--- src/rtl/conv_loop_gen.sv ---
// ---------------------------------------------------------------------------
// conv_loop_gen
// Nested-loop index generator for the conv engine. It walks
//   m (out channel) > r (out row) > c (out col) > n (in channel, step CH_STEP)
//   > i (kernel row) > j (kernel col)
// and presents one tuple per cycle on a valid/ready interface, with j as the
// innermost loop. Loop bounds are captured into shadow registers at start.
//
// Ports
//   clk, rst            clock; synchronous active-high reset
//   start, abort        run control (start sampled in IDLE, abort in RUN)
//   cfg_k               kernel size K            (i, j in 0..K-1)
//   cfg_in_ch           input channel count      (n in 0, CH_STEP, ...)
//   cfg_out_size        output H=W size S        (r, c in 0..S-1)
//   cfg_out_ch          output channel count OC  (m in 0..OC-1)
//   out_valid/out_ready tuple handshake; the tuple is held while not ready
//   m, r, c, n, i, j    loop indices
//   last                current tuple is the final tuple of the run
//   busy                FSM not in IDLE
//   done                one-cycle pulse after the final tuple is accepted
//   cfg_err             one-cycle pulse when start is rejected (zero bound)
//
// Optional feature (macro ACC_CLR_EN):
//   acc_clr             first tuple of an output pixel (n, i, j all zero)
//   acc_wr              last tuple of an output pixel (final n, i, j)
//   Both are qualified by out_valid only; the consumer gates them with out_ready.
// ---------------------------------------------------------------------------
module conv_loop_gen #(
    parameter int KW      = 4,
    parameter int DW      = 8,
    parameter int CH_STEP = 4
) (
    input  logic          clk,
    input  logic          rst,
    input  logic          start,
    input  logic          abort,
    input  logic [KW-1:0] cfg_k,
    input  logic [DW-1:0] cfg_in_ch,
    input  logic [DW-1:0] cfg_out_size,
    input  logic [DW-1:0] cfg_out_ch,
    output logic          out_valid,
    input  logic          out_ready,
    output logic [DW-1:0] m,
    output logic [DW-1:0] r,
    output logic [DW-1:0] c,
    output logic [DW-1:0] n,
    output logic [KW-1:0] i,
    output logic [KW-1:0] j,
    output logic          last,
    output logic          busy,
    output logic          done,
`ifdef ACC_CLR_EN
    output logic          acc_clr,
    output logic          acc_wr,
`endif
    output logic          cfg_err
);

    typedef enum logic [1:0] {IDLE, RUN, DONE} state_t;

    localparam logic [DW:0]   STEP_W  = (DW+1)'(CH_STEP);
    localparam logic [DW-1:0] STEP_DW = DW'(CH_STEP);

    state_t        state_q, state_d;
    logic [KW-1:0] k_q;
    logic [DW-1:0] in_ch_q, size_q, oc_q;

    logic          cfg_ok;
    logic          beat;
    logic [DW:0]   n_sum;
    logic          j_last, i_last, n_last, c_last, r_last, m_last;

    assign cfg_ok = (cfg_k != '0) && (cfg_in_ch != '0) &&
                    (cfg_out_size != '0) && (cfg_out_ch != '0);

    // n + CH_STEP is formed one bit wider so a bound near 2^DW cannot alias
    // to a small value; >= lets an IN_CH that is not a multiple of CH_STEP
    // still wrap on its final partial group.
    assign n_sum  = {1'b0, n} + STEP_W;
    assign j_last = (j == k_q - 1'b1);
    assign i_last = (i == k_q - 1'b1);
    assign n_last = (n_sum >= {1'b0, in_ch_q});
    assign c_last = (c == size_q - 1'b1);
    assign r_last = (r == size_q - 1'b1);
    assign m_last = (m == oc_q - 1'b1);

    // State register
    always_ff @(posedge clk) begin
        if (rst) state_q <= IDLE;
        else     state_q <= state_d;
    end

    // Next-state and status outputs
    always_comb begin
        // NOTE: every output of this block gets a default first so no path
        // through the case leaves one unassigned and a latch is inferred.
        state_d   = state_q;
        out_valid = 1'b0;
        busy      = 1'b0;
        done      = 1'b0;
        last      = 1'b0;
        beat      = 1'b0;
        case (state_q)
            IDLE: begin
                if (start && cfg_ok) state_d = RUN;
            end
            RUN: begin
                out_valid = 1'b1;
                busy      = 1'b1;
                last      = j_last && i_last && n_last && c_last && r_last && m_last;
                beat      = out_ready;
                // abort takes priority over a coincident final beat
                if (abort)             state_d = IDLE;
                else if (beat && last) state_d = DONE;
            end
            DONE: begin
                busy    = 1'b1;
                done    = 1'b1;
                state_d = IDLE;
            end
            default: state_d = IDLE;
        endcase
    end

`ifdef ACC_CLR_EN
    assign acc_clr = out_valid && (n == '0) && (i == '0) && (j == '0);
    assign acc_wr  = out_valid && n_last && i_last && j_last;
`endif

    // Shadow config, indices and the cfg_err pulse
    always_ff @(posedge clk) begin
        // NOTE: sequential state uses non-blocking assignments only, so every
        // register here sees the pre-edge value of every other register.
        if (rst) begin
            k_q     <= '0;
            in_ch_q <= '0;
            size_q  <= '0;
            oc_q    <= '0;
            m       <= '0;
            r       <= '0;
            c       <= '0;
            n       <= '0;
            i       <= '0;
            j       <= '0;
            cfg_err <= 1'b0;
        end else begin
            cfg_err <= (state_q == IDLE) && start && !cfg_ok;
            if (state_q == IDLE && start && cfg_ok) begin
                k_q     <= cfg_k;
                in_ch_q <= cfg_in_ch;
                size_q  <= cfg_out_size;
                oc_q    <= cfg_out_ch;
                m <= '0; r <= '0; c <= '0; n <= '0; i <= '0; j <= '0;
            end else if (state_q == RUN) begin
                if (abort || (beat && last)) begin
                    // leaving RUN: indices are already zero in DONE/IDLE
                    m <= '0; r <= '0; c <= '0; n <= '0; i <= '0; j <= '0;
                end else if (beat) begin
                    if (j_last) begin
                        j <= '0;
                        if (i_last) begin
                            i <= '0;
                            if (n_last) begin
                                n <= '0;
                                if (c_last) begin
                                    c <= '0;
                                    if (r_last) begin
                                        r <= '0;
                                        m <= m + 1'b1;
                                    end else begin
                                        r <= r + 1'b1;
                                    end
                                end else begin
                                    c <= c + 1'b1;
                                end
                            end else begin
                                n <= n + STEP_DW;
                            end
                        end else begin
                            i <= i + 1'b1;
                        end
                    end else begin
                        j <= j + 1'b1;
                    end
                end
            end
        end
    end

endmodule

--- config.mk ---
export PLATFORM = sky130hd
export DESIGN_NAME = conv_loop_gen
export DESIGN_NICKNAME = d
export VERILOG_FILES = /design/src/rtl/conv_loop_gen.sv
export SDC_FILE = /design/constraint.sdc
export NUM_CORES = 1
export LEC_CHECK = 0
export BUFFER_PORTS_ARGS = -buffer_cell sky130_fd_sc_hd__buf_2
export CORE_MARGIN = 1.5
export CORE_UTILIZATION = 57
export CTS_CLUSTER_SIZE = 30
export DETAILED_ROUTE_END_ITERATION = 8
export PLACE_DENSITY = 0.83
export REMOVE_ABC_BUFFERS = 1
export SYNTH_ARGS = -nofsm -noshare
export SYNTH_HDL_FRONTEND = slang
export SYNTH_SLANG_ARGS = --single-unit
--- constraint.sdc ---
create_clock -name clk -period 3.3 [get_ports clk]
set_input_delay 0.66 -clock clk [delete_from_list [all_inputs] [get_ports clk]]
set_output_delay 0.66 -clock clk [all_outputs]
set_load 0.1 [all_outputs]
==> flow_metrics.env, run 1 <==
export IMPL_avgViaCountPerCell=6.42
export IMPL_min_period_ns=3.59
export IMPL_yosysWarnings=0
export IMPL_max_freq_mhz=279
export IMPL_stdcell_area_sq_um=5440
export IMPL_syn2layout_area_growth_pct=24.0
export IMPL_rsz0062_at_grt="true"
export IMPL_hpwlAfterDp_um=8450
export IMPL_root_buffer="clkbuf_8"
export IMPL_async_flop_share_pct=0
export IMPL_cp_end_kind="output pin"
export IMPL_synthCells=520
export IMPL_synthFlopType="dfxtp_1"
export IMPL_cts_tree="built"
export IMPL_setup_ws_ns=-0.286
export IMPL_required_ns=2.64
export IMPL_cp_arrival_ns=2.93
export IMPL_yosysSeqAreaShare_pct=31.5
export IMPL_drv_cap=0
export IMPL_avgSynthCellArea_sq_um=8.44
export IMPL_violations="negative setup slack"
export IMPL_fin_skew_ns=0.00975
export IMPL_grt_total_usage_pct=31.4
export IMPL_synth_edf_count=0
export IMPL_wire_per_inst_um=18.9
export IMPL_row_count=31
export IMPL_dpl_cell_area_sq_um=4970
export IMPL_io_pins=78
export IMPL_cp_max_fo=4
export IMPL_antenna_found_initial=0
export IMPL_layout_nets=666
export IMPL_grt_pass1_vias=4343
export IMPL_report_final_slew_viol_count=0
export IMPL_io_buffer_count=75
export IMPL_start_util_pct=59.6
export IMPL_slowest_delay_ns=0.38
export IMPL_first_pass_iters=7
export IMPL_setup_tns_ns=-0.286
export IMPL_tightest_slew_ns=0.742
export IMPL_grt_pass1_wl_um=20800
export IMPL_setup_violations_final=1
export IMPL_critical_path_class="reg -> out"
export IMPL_remaining_drc_errors=0
export IMPL_core_sq_um=7370
export IMPL_max_slew_margin_rel_pct=50.6
export IMPL_hold_path_class="reg -> reg"
export IMPL_p_per_area_nw_per_um2=440
export IMPL_cpMaxStageDelayCell="a2111oi_4"
export IMPL_cts_buffers_inserted=9
export IMPL_finalPower_mw=2.39
export IMPL_ir_worst_vdd_uv=355
export IMPL_die_x_um=90.8
export IMPL_die_h_um=90.8
export IMPL_cts_max_path_buffers=2
export IMPL_cp_num_buf_inv=3
export IMPL_netlist_area_sq_um=4390
export IMPL_vias=4613
export IMPL_critPathTopFamily="simple AND/OR/NAND/NOR gates"
export IMPL_cts_sinks=69
export IMPL_path_clk_slew_ns=0.07
export IMPL_overflow=0
export IMPL_p_leak_nw=2.37
export IMPL_synth_seq_cells=69
export IMPL_ys_types=64
export IMPL_start_kind="flip-flop"
export IMPL_grt_max_degree=36
export IMPL_drive_above_1_share_pct=24.4
export IMPL_status="finished with violations"
export IMPL_fin_cells=719
export IMPL_dp_cells=694
export IMPL_cts_max_level=3
export IMPL_crit_path_cell_trace="inv_4, ha_4, nor3b_4, nor3b_4, xnor3_2, a2111oi_4, and2_4, nor4b_4, buf_4, buf_12"
export IMPL_hold_viol_final=0
export IMPL_gp_congestion=0.926
export IMPL_routed_wirelength_um=13600
export IMPL_clkLatencyLatePin_ns=0.36
export IMPL_drt_iter0_drc=488
export IMPL_fin_crit_sh_pct=109
export IMPL_antenna_left=0
export IMPL_diodes=0
export IMPL_crit_path_frequent_cell="nor3b_4"
export IMPL_dieArea_sq_um=8240
## cells by family (layout without fill, tap and decap cells)
| family | Yosys count | after routing | synth area share (%) |
|---|---|---|---|
| simple gates | 214 | 214 | 26.5 |
| compound gates | 92 | 92 | 13.5 |
| flops | 69 | 69 | 31.5 |
| buf+inv | 48 | 147 | 4.50 |
| xor+xnor | 46 | 46 | 11.4 |
| mux | 32 | 32 | 7.30 |
| fa+ha+maj | 18 | 18 | 5.13 |
| other cells | 1 | 2 | 0.0854 |
## state kept, by name, summed over array words and instances (netlist names), 6 cells and up
name,count
size_q,8
n,6
c,8
in_ch_q,8
oc_q,8
m,8
r,8
## metrics by stage
stage               setup WS (ns)  hold slack [ns]  utilization, %
floorplan                   -3.02            0.455               -
global placement           0.0962            0.473            67.4
detailed placement        -0.0358            0.496            67.4
CTS                       -0.0989            0.508            72.4
global route               -0.344            0.537            73.8
finish                     -0.286            0.509            73.8
## cells in the final DEF, fill, tap and decap left out, drive strengths merged, types with 3 or more instances in the layout
cell	synthesis	final
or2	4	4
a2111oi	3	3
inv	25	25
nand3	26	26
ha	18	18
nor4	11	11
or3b	3	3
nor2	51	51
or3	7	7
dfxtp	69	69
o21ai	25	25
nand2b	7	7
or4b	3	3
a21oi	26	26
nor3b	5	5
a211oi	3	3
xnor2	25	25
clkinv	1	3
a31oi	5	5
and2	5	5
nor2b	5	5
xnor3	5	5
buf	9	105
xor2	14	14
clkbuf	13	10
and3	8	8
nand3b	5	5
bufinv	0	4
or4	4	4
mux2i	32	32
nor3	14	14
nand4b	5	5
nand4	9	9
nand2	38	38
o211ai	10	10
## worst min-delay path, delay by kind of cell, from the launching register on
kind,cells,cell delay (ns)
DFF,1,0.35
and+or+nand+nor,1,0.07
AOI/OAI and AO/OA,1,0.05
## synthesized netlist by cell type, types with 3 or more instances
library cell | instances | share of area [%]
dfxtp_1 | 69 | 31
nor2_1 | 51 | 4.4
nand2_1 | 38 | 3.2
mux2i_1 | 32 | 7.3
a21oi_1 | 26 | 3.0
nand3_1 | 26 | 3.0
inv_1 | 25 | 2.1
xnor2_1 | 25 | 5.0
o21ai_0 | 24 | 2.7
ha_1 | 18 | 5.1
xor2_1 | 14 | 2.8
clkbuf_1 | 13 | 1.1
nor3_1 | 13 | 1.5
nor4_1 | 10 | 1.4
o211ai_1 | 10 | 1.7
nand4_1 | 9 | 1.3
and3_1 | 8 | 1.1
nand2b_1 | 7 | 1.0
or3_1 | 7 | 1.0
a31oi_1 | 5 | 0.71
and2_1 | 5 | 0.71
nand3b_1 | 5 | 0.86
nor2b_1 | 5 | 0.71
nor3b_1 | 5 | 0.86
xnor3_1 | 5 | 2.6
buf_1 | 4 | 0.34
nand4b_1 | 4 | 0.80
or4_1 | 4 | 0.68
a211oi_1 | 3 | 0.51
or2_2 | 3 | 0.43
or3b_1 | 3 | 0.60
## worst paths after layout
check / end / cells after the start / start / slack, ns
setup / recovery: last / 10 / size_q[1]$_SDFFE_PP0P_ / -0.29
hold / removal: c[7]$_SDFFE_PP0P_ / 2 / c[7]$_SDFFE_PP0P_ / 0.51
hold reg to reg: c[7]$_SDFFE_PP0P_ / 2 / c[7]$_SDFFE_PP0P_ / 0.51
setup reg to reg: c[7]$_SDFFE_PP0P_ / 10 / size_q[0]$_SDFFE_PP0P_ / 0.19
## report_power, final
part	switching, mW	internal, mW	total [mW]	leakage [nW]
Sequential	0.0391	0.860	0.900	0.563
Clock	0.346	0.599	0.945	0.136
Combinational	0.316	0.233	0.548	1.67
Total	0.701	1.69	2.39	2.37
## final cells by class
type	instances	area, sq um
inverter	26	103
multi-input combinational	404	2940
timing repair buffer	105	616
tap	99	124
sequential	69	1390
clock inverter	6	134
fill	497	1930
clock buffer	10	138
## routing by layer
| layer | up-vias | global-route usage, % | routed length [um] | part of all wire [%] |
|---|---|---|---|---|
| met3 | 81 | 5.56 | 1180 | 8.7 |
| met2 | 307 | 53.9 | 6620 | 49 |
| met5 | - | 0 | 0 | 0 |
| met1 | 2157 | 37.2 | 5140 | 38 |
| met4 | 0 | 16.4 | 628 | 4.6 |
| li1 | 2068 | - | - | - |
## what timing repair did
item | CTS | global route
hold buffers | 0 | 0
resized for setup | 16 | 16
cloned | 0 | 0
buffers inserted | 4 | 5
endpoints found under the setup margin | 1 | 1
pin swaps | 4 | 3
(Power assumes the default switching activity.)
==> inputs of run 2 (changes only) <==
Clock period 3.3 ns to 3.65 ns, I/O delays scaled along.
==> run 2 against run 1 <==
  * The run now ends clean
  * Worst setup slack gained 0.36 ns
  * Combinational power shrank 21%
  * Register-to-register slack gained 0.28 ns
  * Clock power shrank 44%
  * Total power shrank 26%
  * Non-clock buffer count shrank 17
  * Critical path depth shrank 2
  * Largest cell class unchanged
  * Cell count shrank 2.4%
  * Global-route usage shrank 3.4 points
  * Sequential power shrank 9.4%
  * First-iteration DRC count shrank 24%
  * Sequential share of layout area grew 1.3 points
==> flow_metrics.env, run 2 (same netlist as run 1, synthesis figures left out) <==
export IMPL_layout_nets=649
export IMPL_hold_path_class="reg -> reg"
export IMPL_antenna_left=0
export IMPL_status="complete, no violations"
export IMPL_hold_buffers=0
export IMPL_p_switching_mw=0.578
export IMPL_crit_path_cell_trace="or4_4, o21ai_1, nand4_1, a2111oi_4, and2_4, nor4b_4, buf_4, buf_12"
export IMPL_diodes=0
export IMPL_clkLatencyLatePin_ns=0.35
export IMPL_gp_congestion=0.884
export IMPL_p_leak_nw=2.22
export IMPL_ir_worst_vdd_uv=264
export IMPL_cp_num_buf_inv=2
export IMPL_grt_max_degree=37
export IMPL_syn2layout_area_growth_pct=17.7
export IMPL_critical_path_class="reg -> out"
export IMPL_wire_per_inst_um=16.7
export IMPL_io_pins=78
export IMPL_seqPwrFrac_pct=45.8
export IMPL_die_x_um=90.8
export IMPL_min_period_ns=3.58
export IMPL_fin_skew_ns=0.00759
export IMPL_fin_crit_sh_pct=98.1
export IMPL_hpwlAfterDp_um=8290
export IMPL_cpMaxStageDelayCell="or4_4"
export IMPL_first_pass_iters=5
export IMPL_core_sq_um=7370
export IMPL_remaining_drc_errors=0
export IMPL_max_freq_mhz=279
export IMPL_setup_violations_final=0
export IMPL_avgViaCountPerCell=6.16
export IMPL_die_h_um=90.8
export IMPL_grt_total_usage_pct=28.1
export IMPL_critPathTopFamily="simple AND/OR/NAND/NOR gates"
export IMPL_required_ns=2.92
export IMPL_grt_pass1_vias=4096
export IMPL_cp_end_kind="output pin"
export IMPL_report_final_slew_viol_count=0
export IMPL_highest_layer="met4"
export IMPL_m1WireLength_um=4820
export IMPL_overflow=0
export IMPL_io_buffer_count=75
export IMPL_start_util_pct=59.6
export IMPL_drv_cap=0
export IMPL_cts_sinks=69
export IMPL_p_per_area_nw_per_um2=344
export IMPL_cp_max_fo=7
export IMPL_row_count=31
export IMPL_root_buffer="clkbuf_8"
export IMPL_internal_power_mw=1.20
export IMPL_layout_commonest_cell="buf_2"
export IMPL_cts_max_level=3
export IMPL_hold_viol_final=0
export IMPL_drive_above_1_share_pct=21.7
export IMPL_cts_max_path_buffers=2
export IMPL_start_kind="flip-flop"
export IMPL_finalPower_mw=1.78
export IMPL_p_clk_share_pct=29.9
export IMPL_swShare_pct=32.5
export IMPL_stdcell_area_sq_um=5170
export IMPL_combPwrFrac_pct=24.3
export IMPL_dieArea_sq_um=8240
export IMPL_cts_buffers_inserted=9
export IMPL_mostFrequentLayoutCells="74 x buf_2, 64 x dfxtp_1, 51 x nor2_1"
export IMPL_max_slew_margin_rel_pct=38.0
export IMPL_tightest_slew_ns=0.926
export IMPL_dpl_cell_area_sq_um=4890
export IMPL_dr_wl_met3_um=699
export IMPL_path_clk_slew_ns=0.07
export IMPL_vias=4323
export IMPL_drt_iter0_drc=370
export IMPL_routed_wirelength_um=11700
export IMPL_grt_pass1_wl_um=18700
export IMPL_wl_met2_um=5830
export IMPL_slowest_delay_ns=0.51
export IMPL_cts_tree="built"
export IMPL_cp_arrival_ns=2.85
export IMPL_antenna_found_initial=0
## run 2: worst paths after layout
kind / startpoint / endpoint / slack (ns) / depth (start not counted)
setup / recovery: size_q[3]$_SDFFE_PP0P_ / last / 0.07 / 8
setup reg to reg: n[3]$_SDFFE_PP0P_ / r[5]$_SDFFE_PP0P_ / 0.47 / 12
hold reg to reg: n[7]$_SDFFE_PP0P_ / n[7]$_SDFFE_PP0P_ / 0.50 / 2
hold / removal: n[7]$_SDFFE_PP0P_ / n[7]$_SDFFE_PP0P_ / 0.50 / 2
## run 2: worst reg2reg max path: stages, from the launching register on
cell,delay [ns]
dfxtp_1,0.39
ha_2,0.26
nand3_1,0.14
xnor2_1,0.16
ha_1,0.31
a41oi_1,0.21
o221ai_1,0.18
nor2b_2,0.25
nor3_2,0.07
buf_4,0.18
a31oi_1,0.58
o21ai_0,0.22
a21oi_1,0.15
## run 2: metrics by stage
| stage | worst slack (ns) | setup TNS (ns) | hold slack (ns) | util [%] | std cells |
|---|---|---|---|---|---|
| 4_1_cts | 0.00826 | 0 | 0.497 | 69.1 | 699 |
| 3_5_place_dp | 0.243 | 0 | 0.485 | 66.3 | 683 |
| 5_1_grt | -0.00235 | -0.00235 | 0.521 | 70.1 | 702 |
| 3_3_place_gp | 0.347 | 0 | 0.473 | 66.3 | 683 |
| 2_1_floorplan | -2.74 | -3.36 | 0.455 | - | 499 |
| 6_report | 0.0701 | 0 | 0.495 | 70.1 | 702 |
## run 2: final cells by class
cell class | instances | area [sq um]
well taps | 99 | 124
fillers | 600 | 2200
clock buffers | 11 | 131
inverters | 26 | 97.6
clock inverters | 5 | 27.5
multi-input cells | 404 | 2910
flip-flops and latches | 69 | 1390
repair buffers | 88 | 488
## run 2: metal layers
layer | vias up | track usage (%)
met5 | - | 0
met4 | 0 | 14.7
met3 | 42 | 4.80
met2 | 186 | 46.4
met1 | 2062 | 34.8
li1 | 2033 | -
## run 2: power by group through the flow
| stage | clock network [mW] | registers (mW) | logic (mW) |
|---|---|---|---|
| 3_3_place_gp | 0 | 0.825 | 0.374 |
| 6_report | 0.532 | 0.815 | 0.432 |
| 4_1_cts | 0.536 | 0.812 | 0.402 |
| 2_1_floorplan | 0 | 0.826 | 0.291 |
| 3_5_place_dp | 0 | 0.827 | 0.390 |
| 5_1_grt | 0.576 | 0.817 | 0.462 |
## run 2: repair_timing
action | 4_1_cts | 5_1_grt
pin swaps | 2 | 2
resized for setup | 11 | 13
endpoints found under the hold margin | 0 | 0
buffers inserted | 0 | 3
setup endpoints to repair | 1 | 1
gates cloned | 0 | 0
